## src/rtl/if_fetch.sv

```systemverilog
// Instruction-fetch stage and IF/ID pipeline latch: owns the PC, issues imem reads,
// absorbs redirects/stalls, and remembers a redirect that lands during an imem miss.
module if_fetch #(
    parameter logic [31:0] PC_INIT   = 32'h0000_0000,
    parameter logic [31:0] HALT_WORD = 32'hFFFF_FFFF
) (
    input  logic        CLK,
    input  logic        RST,
    input  logic        ihit,
    input  logic [31:0] iload,
    output logic        imemREN,
    output logic [31:0] imemaddr,
    input  logic        stall,
    input  logic        flush,
    input  logic [31:0] redirect_pc,
    output logic [31:0] ifid_instr,
    output logic [31:0] ifid_pc,
    output logic [31:0] ifid_npc,
    output logic        ifid_valid,
    output logic        fetch_halted
);

    localparam logic [1:0] ST_RUN  = 2'd0;
    localparam logic [1:0] ST_DROP = 2'd1;
    localparam logic [1:0] ST_HALT = 2'd2;

    logic [1:0]  state_q, state_d;
    logic [31:0] pc_q, pc_d;
    logic [31:0] pend_pc_q, pend_pc_d;
    logic [31:0] instr_q, instr_d;
    logic [31:0] ifpc_q, ifpc_d;
    logic [31:0] npc_q, npc_d;
    logic        valid_q, valid_d;
    logic [31:0] target;
    logic [31:0] pc_plus4;

    assign target   = {redirect_pc[31:2], 2'b00};
    assign pc_plus4 = pc_q + 32'd4;

    always_comb begin
        state_d   = state_q;
        pc_d      = pc_q;
        pend_pc_d = pend_pc_q;
        instr_d   = instr_q;
        ifpc_d    = ifpc_q;
        npc_d     = npc_q;
        valid_d   = valid_q;
        case (state_q)
            ST_RUN: begin
                if (flush) begin
                    instr_d = '0;
                    ifpc_d  = '0;
                    npc_d   = '0;
                    valid_d = 1'b0;
                    // A miss in flight must complete before the new target can be issued.
                    if (ihit) begin
                        pc_d = target;
                    end else begin
                        pend_pc_d = target;
                        state_d   = ST_DROP;
                    end
                end else if (ihit && !stall) begin
                    instr_d = iload;
                    ifpc_d  = pc_q;
                    npc_d   = pc_plus4;
                    valid_d = 1'b1;
                    if (iload == HALT_WORD) begin
                        state_d = ST_HALT;
                    end else begin
                        pc_d = pc_plus4;
                    end
                end
            end
            ST_DROP: begin
                if (ihit) begin
                    pc_d    = flush ? target : pend_pc_q;
                    state_d = ST_RUN;
                end else if (flush) begin
                    pend_pc_d = target;
                end
            end
            ST_HALT: begin
                if (flush) begin
                    pc_d    = target;
                    instr_d = '0;
                    ifpc_d  = '0;
                    npc_d   = '0;
                    valid_d = 1'b0;
                    state_d = ST_RUN;
                end
            end
            default: begin
                state_d = ST_RUN;
            end
        endcase
    end

    always_ff @(posedge CLK or posedge RST) begin
        if (RST) begin
            state_q   <= ST_RUN;
            pc_q      <= PC_INIT;
            pend_pc_q <= '0;
            instr_q   <= '0;
            ifpc_q    <= '0;
            npc_q     <= '0;
            valid_q   <= 1'b0;
        end else begin
            state_q   <= state_d;
            pc_q      <= pc_d;
            pend_pc_q <= pend_pc_d;
            instr_q   <= instr_d;
            ifpc_q    <= ifpc_d;
            npc_q     <= npc_d;
            valid_q   <= valid_d;
        end
    end

    assign imemREN      = (state_q != ST_HALT) && !RST;
    assign imemaddr     = pc_q;
    assign ifid_instr   = instr_q;
    assign ifid_pc      = ifpc_q;
    assign ifid_npc     = npc_q;
    assign ifid_valid   = valid_q;
    assign fetch_halted = (state_q == ST_HALT);

endmodule
```

## config.mk

```make
export PLATFORM = sky130hd
export DESIGN_NAME = if_fetch
export DESIGN_NICKNAME = d
export VERILOG_FILES = /design/src/rtl/if_fetch.sv
export SDC_FILE = /design/constraint.sdc
export NUM_CORES = 1
export LEC_CHECK = 0
export ABC_AREA = 1
export ABC_CLOCK_PERIOD_IN_PS = 5700
export CORE_AREA = 2 2 118 165
export DETAILED_ROUTE_END_ITERATION = 16
export DIE_AREA = 0 0 120 167
export GPL_TIMING_DRIVEN = 0
export HOLD_SLACK_MARGIN = 0.06
export PLACE_DENSITY = 0.87
export SLEW_MARGIN = 20
export SYNTH_ARGS = -nofsm -noshare
export SYNTH_HDL_FRONTEND = slang
export SYNTH_SLANG_ARGS = --single-unit
```

## constraint.sdc

```tcl
create_clock -name CLK -period 5.7 [get_ports CLK]
set_input_delay 1.14 -clock CLK [delete_from_list [all_inputs] [get_ports CLK]]
set_output_delay 1.14 -clock CLK [all_outputs]
set_load 0.005 [all_outputs]
```

==> out/results.ini, run 1 <==
[drt]
vias_per_cell = 5.18
final_antenna_net_count = 0
wl_met3_um = 1790
route.top_layer_used = met4
dr_wl_met2_um = 13300
first_pass_iters = 6
drcViolationCount = 0
drt-met1-wl_um = 10400
wl_per_cell_um = 16.9
route.vias.total = 8234
dr.first_iter.drc_count = 663
routed_wl_um = 26800

[floorplanning]
initial_core_util_pct = 44.3
die_width_um = 120
design.die.area_um2 = 20000
rows = 59
die_y_um = 167
ios = 200
fp.coreArea_um2 = 18500

[yosys]
ys_top_cells_by_area = dfrtp_1 49%, nand2_1 15%, inv_1 8.2%
seq_area_frac_synth_pct = 49.1
synth_edf_count = 0
synth_area_leader_cell = dfrtp_1
ys.flop_type = dfrtp_1
yosysTopAreaCellShare_pct = 49.1
ys_ff_latch = 161
ys_types = 29
yosysWarnings = 0
synth_common_cells = 331 x nand2_1, 180 x inv_1, 161 x dfrtp_1
synth_area_um2 = 8200
syn_nets = 1189
avgSynthCellArea_um2 = 7.35
syn_inst = 1116
synthArstFlopShare_pct = 100
synth.most_common_cell = nand2_1

[sta]
period_share_pct = 60.1
final_hold_viol_count = 0
clock_skew_ns = 0.00856
finalCriticalPeriod_ns = 3.43
tightest_slew_ns = 0.618
tns_ns = 0
finalSetupViolCount = 0
rsz0062_at_grt = false
slew_headroom_pct = 58.8
fmax_mhz = 292
maxSlewViolCount = 0

[worst_setup_path]
worstPathRequired_ns = 4.56
end_kind = primary output
critPathKind = input pin to primary output
worstPathCellList = clkdlybuf4s50_1, nor2_1, clkdlybuf4s50_1
crit_path_frequent_cell = clkdlybuf4s50_1
r2r_slack_ns = 3.27
critPathMaxStageDelay_ns = 0.51
crit_buf_inv = 2
cp_max_fo = 2
cp.arrival_ns = 2.29
critPathLaunchType = input pin
crit_slowest_cell = clkdlybuf4s50_1
crit_family = buffers and inverters

[final_layout]
design_area_um2 = 11200
drive_above_1_share_pct = 5.06
diodes = 0
syn2layout_area_growth_pct = 36.1
fillers = 1599
fin_nets = 1406
stdcell_count = 1589

[global_routing]
grt_max_degree = 101
grt_pass1_wl_um = 42700
grt_pass1_vias = 8200
grt_antenna_before_repair = 0
track_usage_pct = 27.1
overflow = 0

[placement]
dpl.cell_count = 1558
portBuffers = 197
dpl.hpwl_um = 20700
placed_area_um2 = 10500
gp_congestion = 0.954

[power]
power_uw = 5010
irDropWorstVdd_uv = 229
leakage_uw = 0.00500
powerDensity_nw_per_um2 = 449

[job]
cap_violations = 0

[cts]
clock-root-buffer = clkbuf_16
cts_buffers = 17
clock_sinks = 161
hold_buffers = 0
clkLatencyLatePin_ns = 0.44
postCtsSetupRepairBufs = 0
cts_tree = done
htreeDepth = 4
clkTransAtPathRegs_ns = 0.06
cts_buffer_depth = 2
cts_resized = 0

[hold_path]
worst_hold_path_type = flip-flop to flip-flop

[outcome]
outcome = completed

## routing by layer
layer  track usage, %  up-vias
li1                 -     3945
met1             31.9     3827
met2             46.8      378
met3             4.86       84
met4             14.3        0
met5                0        -
## final cells by class
cell class,instances,area (µm²),area share [%]
well taps,244,305,2.73
clock buffers,17,425,3.81
repair buffers,198,2000,17.9
plain buffers,49,230,2.06
clock inverters,14,224,2.01
multi-input cells,721,3250,29.1
inverters,185,702,6.29
flip-flops and latches,161,4030,36.1
## worst paths after layout
path | cells after the start | startpoint | endpoint
max | 3 | RST | imemREN
min | 2 | pend_pc_q[0] | pend_pc_q[0]
max reg2reg | 10 | state_q[0] | ifid_npc[16]
min reg2reg | 2 | pend_pc_q[0] | pend_pc_q[0]
max in group asynchronous | 3 | RST | ifid_instr[30]
min in group asynchronous | 2 | RST | imemaddr[1]
## worst min-delay path: stages (launching register included)
cell,delay [ns]
dfrtp_1,0.32
inv_1,0.05
nor2_1,0.09
## through the flow
step / worst slack [ns] / hold slack [ns] / util (%)
after floorplan: 0.212 / 0.460 / -
after global placement: -1.77 / 0.472 / 56.6
after detailed placement: 2.27 / 0.483 / 56.7
after CTS: 2.27 / 0.498 / 60.2
after global routing: 2.23 / 0.516 / 60.2
final: 2.27 / 0.493 / 60.2
## cells by family after synthesis
kind of cell | synth area share [%]
compound gates | 15.2
mux | 0.137
buf+inv | 11.3
fa+ha+maj | 0.610
xor+xnor | 0.214
simple gates | 23.4
flops | 49.1
## report_power, final
group,internal [µW],total [µW],switching (µW)
clock network,783,1270,489
logic,830,1960,1130
registers,1460,1780,318
## flip-flops by register name (all words and copies together) (netlist names)
signal and count:
ifid_pc 32, pend_pc_q 32, state_q 2, ifid_instr 32, imemaddr 32, ifid_valid 1
ifid_npc 30
## cell usage in the layout (no fill, tap or decap), types with 7 or more instances in the layout
cell,instances
a21oi_1,54
buf_2,13
clkbuf_1,25
clkbuf_16,17
clkdlybuf4s50_1,197
dfrtp_1,161
inv_1,179
inv_6,7
nand2_1,331
nand3_1,58
nor2_1,74
nor2_2,10
o211ai_1,8
o21ai_0,129
o22ai_1,32
No activity file was read; power rests on OpenSTA's default activity.
==> inputs of run 2 (changes only) <==
- ABC_CLOCK_PERIOD_IN_PS: 5700 -> 3600
- CORE_AREA: 2 2 118 165 -> 2 2 112 157
- DIE_AREA: 0 0 120 167 -> 0 0 114 159
- PLACE_DENSITY: 0.87 -> 0.91
- clock period: 5.7 -> 3.6 ns (I/O delays scaled with it)
==> run 2 against run 1 <==
Compared with the run above: register-to-register slack got worse by 2.2 ns; count of clock-buffer cells in the layout unchanged; via count up 3.9%; combinational power up 62%; clock skew up 0.0011 ns; routed wire length up 3.1%; first-iteration DRC count rose by 12%; critical path type is now flip-flop to primary output; critical path depth increased by 1.
==> out/results.ini, run 2 (synthesis results as in run 1) <==
[sta]
rsz0062_at_grt = false
slew_headroom_pct = 62.1  ; +3.2 points
maxSlewViolCount = 0  ; unchanged
final_hold_viol_count = 0  ; unchanged
period_share_pct = 72.7
tightest_slew_ns = 0.569  ; -0.0487 ns
finalSetupViolCount = 0  ; unchanged
tns_ns = 0  ; unchanged
fmax_mhz = 382
finalCriticalPeriod_ns = 2.62
clock_skew_ns = 0.00970  ; +0.00113 ns
holdWs_ns = 0.494  ; +0.00108 ns

[cts]
htreeDepth = 4  ; unchanged
clock-root-buffer = clkbuf_16
postCtsSetupRepairBufs = 0  ; unchanged
clock_sinks = 161  ; unchanged
hold_buffers = 0  ; unchanged
cts_buffers = 17  ; unchanged
clkLatencyLatePin_ns = 0.44  ; about the same
cts_buffer_depth = 2  ; unchanged
cts_resized = 0  ; unchanged
clkTransAtPathRegs_ns = 0.07  ; about the same
cts_tree = done

[floorplanning]
die_width_um = 114  ; -5.0%
fp.coreArea_um2 = 16700  ; -10%
rows = 56  ; -5.1%
ios = 200  ; unchanged
die_y_um = 159  ; -4.8%
initial_core_util_pct = 49.2  ; +4.9 points
design.die.area_um2 = 18100  ; -9.6%

[power]
power_uw = 7870  ; +57%
powerDensity_nw_per_um2 = 706  ; +57%
leakage_uw = 0.00501  ; +0.26%
irDropWorstVdd_uv = 333  ; +45%

[worst_setup_path]
crit_slowest_cell = clkdlybuf4s50_1
crit_cells = 4  ; +1
reg2regPathDepth = 9  ; -1
cp.arrival_ns = 1.90  ; -0.39 ns
worstPathCellList = inv_1, ha_1, nor2_1, clkdlybuf4s50_1
critPathLaunchType = flip-flop
critPathKind = flip-flop to primary output
crit_buf_inv = 2  ; unchanged
end_kind = primary output
cp_max_fo = 7  ; +5
critPathMaxStageDelay_ns = 0.52  ; about the same
worstPathRequired_ns = 2.88  ; -1.68 ns
crit_family = buffers and inverters

[global_routing]
grt_max_degree = 36  ; -64%
track_usage_pct = 31.1  ; +4.0 points
overflow = 0  ; unchanged
grt_pass1_vias = 8486  ; +3.5%
grt_pass1_wl_um = 44500  ; +4.1%
grt_antenna_before_repair = 0  ; unchanged

[drt]
routed_wl_um = 27600  ; +3.1%
wl_per_cell_um = 17.8  ; +5.4%
first_pass_iters = 6  ; unchanged
vias_per_cell = 5.51  ; +6.3%
route.vias.total = 8555  ; +3.9%
drcViolationCount = 0  ; unchanged
final_antenna_net_count = 0  ; unchanged
dr.first_iter.drc_count = 742  ; +12%

[final_layout]
layout_commonest_cell = nand2_1
diodes = 0  ; unchanged
final_cell_mix = 331 x nand2_1, 197 x clkdlybuf4s50_1, 179 x inv_1
fillers = 1348  ; -16%
regArea_um2 = 4030  ; unchanged
multiInputGateArea_um2 = 3250  ; unchanged
fin_nets = 1410  ; +0.28%
syn2layout_area_growth_pct = 35.9
drive_above_1_share_pct = 5.41  ; +0.35 points
stdcell_count = 1553  ; -2.3%

[hold_path]
worst_hold_path_type = flip-flop to flip-flop
hold_depth = 2  ; unchanged

[outcome]
outcome = completed

[job]
cap_violations = 0  ; unchanged

[placement]
portBuffers = 197  ; unchanged
dpl.cell_count = 1521  ; -2.4%
dpl.hpwl_um = 20900  ; +0.89%
gp_congestion = 0.959  ; +0.57%

==> run 2: cell types whose count changed in the layout (fill, tap and decap cells not counted), sizes merged <==
cell	delta
buf	+4
bufinv	-4
clkinv	+5
==> run 2: power by group <==
| group | internal, µW | total [µW] | switching, µW |
|---|---|---|---|
| logic | 1320 | 3170 | 1850 |
| registers | 2320 | 2820 | 500 |
| clock network | 1000 | 1880 | 876 |
| total | 4640 | 7870 | 3220 |
==> run 2: cell type report <==
class	instances	share of cell area, %
well taps	203	2.28
clock inverters	15	1.68
repair buffers	202	18.6
plain buffers	49	2.07
clock buffers	17	3.82
multi-input cells	721	29.1
flip-flops and latches	161	36.2
inverters	185	6.26
==> run 2: worst min-delay path, cell delays in order, from the launching register on <==
cell and delay, ns:
dfrtp_1 0.32, inv_1 0.05, nor2_1 0.09
==> run 2: worst paths after layout <==
| check | from | endpoint | slack, ns |
|---|---|---|---|
| hold / removal | pend_pc_q[0] | pend_pc_q[0] | 0.49 |
| setup reg to reg | state_q[0] | ifid_pc[1] | 1.11 |
| hold reg to reg | pend_pc_q[0] | pend_pc_q[0] | 0.49 |
| max in group asynchronous | RST | ifid_pc[22] | 2.20 |
| setup / recovery | state_q[0] | imemREN | 0.98 |
| min in group asynchronous | RST | imemaddr[1] | 0.72 |
==> run 2: stage by stage <==
stage,area (µm²),setup slack [ns],utilization (%)
after global routing,11100,0.895,66.8
after CTS,11100,0.992,66.8
after floorplan,8210,0.837,-
after detailed placement,10500,0.668,63.2
after global placement,10400,-0.402,62.6
final,11100,0.984,66.8
==> run 2: layer usage <==
| metal | up-vias | routed length, µm | GRT usage (%) |
|---|---|---|---|
| met5 | - | 0 | 0 |
| met4 | 0 | 1180 | 14.3 |
| met3 | 88 | 2120 | 6.17 |
| met2 | 479 | 14000 | 54.2 |
| met1 | 4024 | 10300 | 36.6 |
| li1 | 3964 | - | - |
==> variant 1 (config.mk and constraints of run 1) <==
Reset style: synchronous (`RST`), changed in one clocked block.
--- a/src/rtl/if_fetch.sv
+++ b/src/rtl/if_fetch.sv
@@ -97,3 +97,3 @@
 
-    always_ff @(posedge CLK or posedge RST) begin
+    always_ff @(posedge CLK) begin
         if (RST) begin
Function: differs if RST is asserted again (counterexample within 4 cycles, from zero or initial values and one cycle with RST high); with RST held inactive, the same outputs for 4 cycles.
==> variant 1 against run 1 <==
  * Sequential cell count is the same
  * Worst setup slack lost 330 ps
  * Routed wire length grew 1.4%
  * Critical path depth grew 1
  * Final area shrank 2.8%
  * First-iteration DRC count grew 4.4%
  * Hold slack lost 29 ps
  * Synthesized area shrank 2.3%
  * Count of clock-buffer cells in the layout is the same
Power is not compared: it rests on default switching activity, and its combinational part moved more than twofold at a synthesized area within 25%.
==> variant 1: results (changes against run 1) <==
synthesis:
  synthesis.nets: 1307  # +9.9%
  synth-main-ff-cell: "dfxtp_1"
  synth_area_leaders: "dfxtp_1 (40%), nand2_1 (21%), a21oi_1 (15%)"
  ys_seq_area_frac: 0.402  # -0.0890
  ys_types: 30  # +3.4%
  synthTopCellsByCount: "nand2_1 (439), a21oi_1 (244), dfxtp_1 (161)"
  async_flop_share: 0  # -1.00
  yosysWarnings: 0  # unchanged
finish:
  final_nets: 1521  # +8.2%
  n_antenna_cell: 0  # unchanged
  layout-drive-gt1-share: 0.0602  # +0.00968
critical_path:
  cp.arrival_ps: 2620  # +330 ps
  critPathMaxFanout: 10  # +8
sta:
  skew_ps: 10.8  # +2.21 ps
  slew_violations: 0  # unchanged
  tightest_slew_ps: 718  # +101 ps
placed_design:
  pre_cts_ws_ps: 1960  # -307 ps
  gp_congestion: 0.923  # -3.2%
  dp_hpwl_um: 21400  # +3.3%
  portBuffers: 195  # -1.0%
global_routing:
  grt_pass1_wl_um: 42800  # +0.16%
  grt_usage: 0.268  # -0.00313
  antenna_found_initial: 0  # unchanged
  grt_max_degree: 19  # -81%
  grt_pass1_vias: 8489  # +3.5%
cts:
  root_buffer: "clkbuf_16"
  numCtsBuffers: 17  # unchanged
  cts_resized: 0  # unchanged
  clock_path_buffers: 2  # unchanged
  clk_pin_slew_ps: 70
  ctsHtreeMaxLevel: 4  # unchanged
  insertion_delay_ps: 440  # about the same
  post-cts-setup-buffer-count: 0  # unchanged
power:
  p_int_uw: 2250
  vdd_drop_max_uv: 207
  p_leak_uw: 0.00407
detailed_routing:
  dr.pass1.iters: 6  # unchanged
  wl_per_cell_um: 15.9  # -5.5%
  drt_iter0_drc: 692  # +4.4%
  vias: 9051  # +9.9%
run_status:
  outcome: "complete, no violations"
worst_hold_path:
  min_path_type: "flop to flop"
[variant 1: changes by cell type in the layout (fill, tap and decap cells not counted), sizes merged, moves of 7 or more]
cell    before  now
buf         25   39
nand2      332  440
clkbuf      42   58
o21ai      136   63
o211ai       8    1
inv        190   65
a21oi       55  254
dfxtp        0  161
nand3       58   72
dfrtp      161    0
o22ai       32    0
[variant 1: worst paths after layout]
check	startpoint	endpoint	slack (ps)	cells past startpoint
max	RST	imemREN	1940	4
min	ifid_npc[12]	ifid_npc[12]	460	2
max reg2reg	state_q[0]	pend_pc_q[5]	3330	8
min reg2reg	ifid_npc[12]	ifid_npc[12]	460	2
[variant 1: final cells by class]
type	count	area [sq um]
inverter	56	210
clock inverter	15	158
multi-input combinational	937	4170
sequential	161	3220
timing repair buffer	195	1950
tap	244	305
fill	1679	7670
clock buffer	17	425
buffer	80	415
[variant 1: worst max-delay path, cell delays in order]
cell,delay [ps]
clkbuf_1,320
clkbuf_1,600
nor2_1,80
clkdlybuf4s50_1,470
[variant 1: kinds of logic after synthesis]
family	after synthesis	share of synthesized area
adders and majority gates	4	0.00625
and+or+nand+nor	603	0.297
xor gates and xnor gates	7	0.00765
AOI/OAI and AO/OA	323	0.209
DFF	161	0.402
buffers and inverters	136	0.0781
[variant 1: routing by layer]
metal | wire length (um) | track usage
met3 | 1980 | 0.0497
met5 | 0 | 0
met4 | 1930 | 0.197
met2 | 13200 | 0.454
met1 | 10100 | 0.296
[variant 1: per-stage QoR]
step           std cells  power (uW)  cell area (sq um)
2_1_floorplan       1234        1890               8010
3_3_place_gp        1673        2310              10300
3_5_place_dp        1673        2330              10300
4_1_cts             1705        3450              10900
5_1_grt             1705        3610              10900
6_report            1705        3450              10900
[variant 1: power groups by stage]
stage               Clock, uW  Combinational (uW)  Sequential (uW)
finish                   1120                 945             1380
global placement            0                 913             1400
CTS                      1130                 937             1380
detailed placement          0                 930             1400
global route             1180                1040             1390
floorplan                   0                 526             1370
==> variant 2 (flow settings as in run 1) <==
Made on the original files. `HALT_WORD`: 32'hFFFF_FFFF -> 32'h7FFFFFFF.
--- a/src/rtl/if_fetch.sv
+++ b/src/rtl/if_fetch.sv
@@ -4,3 +4,3 @@
     parameter logic [31:0] PC_INIT   = 32'h0000_0000,
-    parameter logic [31:0] HALT_WORD = 32'hFFFF_FFFF
+    parameter logic [31:0] HALT_WORD = 32'h7FFFFFFF
 ) (
Behaviour: not the same (Yosys sat finds a counterexample within 4 cycles, from zero or initial values and one cycle with RST high).
==> variant 2 against run 1 <==
  * Synthesized area shrank 0.31%
  * Total power is 1.9% lower
  * Non-clock buffer count fell by 1
  * Routed wire length rose by 0.76%
  * Die area unchanged
  * Clock power is 6% lower
  * Hold slack about the same
  * Maximum frequency decreased by 1.2%
  * Final cell count down 0.13%
  * Final area is 0.53% lower
  * Worst setup slack got worse by 40 ps
  * Global-route usage rose by 0.29 points
  * Sequential cell count stayed put
  * Largest power group unchanged
==> variant 2: results (changes against run 1) <==
synthesis:
  synth_compound_area_frac: 0.156  # +0.00353
  synthTopCellsByCount: "nand2_1 (330), inv_1 (182), dfrtp_1 (161)"
  synthesis.nets: 1187  # -0.17%
  post_synth_fa_ha_maj_area_fraction: 0.00612  # +0.0000187
  synth_area_leaders: "dfrtp_1 (49%), nand2_1 (15%), inv_1 (8.4%)"
  yosysWarnings: 0  # unchanged
  synth_mux_area_frac: 0.00138  # +0.00000420
  ys_seq_area_frac: 0.493  # +0.00150
  synthXorXnorAreaFrac: 0.00214  # +0.00000654
  async_flop_share: 1.00  # unchanged
  synth-main-ff-cell: "dfrtp_1"
power:
  switching_share: 0.389  # +0.00335
  vdd_drop_max_uv: 265  # +16%
  p_leak_uw: 0.00499  # -0.26%
cts:
  clk_pin_slew_ps: 60  # about the same
  root_buffer: "clkbuf_16"
  ctsHtreeMaxLevel: 4  # unchanged
  cts_resized: 0  # unchanged
  insertion_delay_ps: 430
  numCtsBuffers: 17  # unchanged
  clock_path_buffers: 2  # unchanged
critical_path:
  rrSetupSlack_ps: 3410  # +140 ps
  critical_path.startpoint: "RST"
  rr_endpoint: "ifid_npc[29]"
  slowest_delay_ps: 540  # +30 ps
  r2r-start: "state_q[0]"
  r2r_cells: 9  # -1
  cpMaxStageDelayCell: "clkdlybuf4s50_1"
  cp.arrival_ps: 2330  # +40 ps
  cp-endpoint: "imemREN"
sta:
  hold_viol: 0  # unchanged
  relSlewSlack: 0.665  # +0.0764
  skew_ps: 9.27  # +0.706 ps
global_routing:
  grt_max_degree: 91  # -9.9%
  antenna_found_initial: 0  # unchanged
  grt_pass1_wl_um: 42700  # about the same
  grt_usage: 0.274  # +0.00293
  grt_pass1_vias: 8323  # +1.5%
finish:
  final_nets: 1404  # -0.14%
  layout-drive-gt1-share: 0.0499  # -0.000669
  final.fill_count: 1671  # +4.5%
  n_antenna_cell: 0  # unchanged
run_status:
  outcome: "complete, no violations"
detailed_routing:
  vias: 8379  # +1.8%
  drt_iter0_drc: 740  # +12%
  dr.pass1.iters: 6  # unchanged
  wl_per_cell_um: 17.0  # +0.89%
placed_design:
  dp_hpwl_um: 20400  # -1.8%
  gp_congestion: 0.991  # +3.9%
  portBuffers: 197  # unchanged
worst_hold_path:
  min_path_type: "flop to flop"
die:
  start_util: 0.441  # -0.00135
variant 2: how the worst min path moves through the flow:
stage / cells after the start / slack, ps / from / to
2_1_floorplan: 2 / 460 / pend_pc_q[0] / pend_pc_q[0]
3_3_place_gp: 2 / 470 / pend_pc_q[1] / pend_pc_q[1]
3_5_place_dp: 2 / 480 / pend_pc_q[1] / pend_pc_q[1]
4_1_cts: 2 / 500 / pend_pc_q[1] / pend_pc_q[1]
5_1_grt: 2 / 510 / pend_pc_q[1] / pend_pc_q[1]
6_report: 2 / 490 / pend_pc_q[1] / pend_pc_q[1]
variant 2: critical path, delay by kind of cell:
kind / cells / cell delay, ps
and+or+nand+nor: 1 / 140
buffers and inverters: 2 / 1050
variant 2: area by class of cell:
type / instances / share of cell area
buffer: 48 / 0.0195
sequential: 161 / 0.363
tap: 244 / 0.0275
clock inverter: 14 / 0.0171
inverter: 187 / 0.0639
timing repair buffer: 198 / 0.180
clock buffer: 17 / 0.0383
multi-input combinational: 718 / 0.291
variant 2: kinds of logic after synthesis:
group,after synthesis
adders and majority gates,4
xor gates and xnor gates,2
AOI/OAI and AO/OA,237
buffers and inverters,235
and+or+nand+nor,474
DFF,161
muxes,1
variant 2: power groups by stage:
stage | clock network [uW] | registers (uW) | logic [uW]
finish | 1200 | 1790 | 1930
global route | 1270 | 1820 | 2130
CTS | 1210 | 1770 | 1920
detailed placement | 0 | 1780 | 1880
global placement | 0 | 1780 | 1850
floorplan | 0 | 1700 | 1010
variant 2: metal layers:
metal,global-route usage,routed length [um],up-vias
met3,0.0548,2060,97
met1,0.316,10200,3897
met4,0.124,1120,0
li1,-,-,3941
met5,0,0,-
met2,0.486,13700,444
variant 2: through the flow:
step / instances / area, sq um / setup TNS (ps) / setup WS (ps) / power (uW)
2_1_floorplan: 1114 / 8180 / 0 / 212 / 2710
3_3_place_gp: 1555 / 10500 / -291350 / -1830 / 3630
3_5_place_dp: 1556 / 10500 / 0 / 2220 / 3670
4_1_cts: 1587 / 11100 / 0 / 2210 / 4900
5_1_grt: 1587 / 11100 / 0 / 2190 / 5220
6_report: 1587 / 11100 / 0 / 2230 / 4920
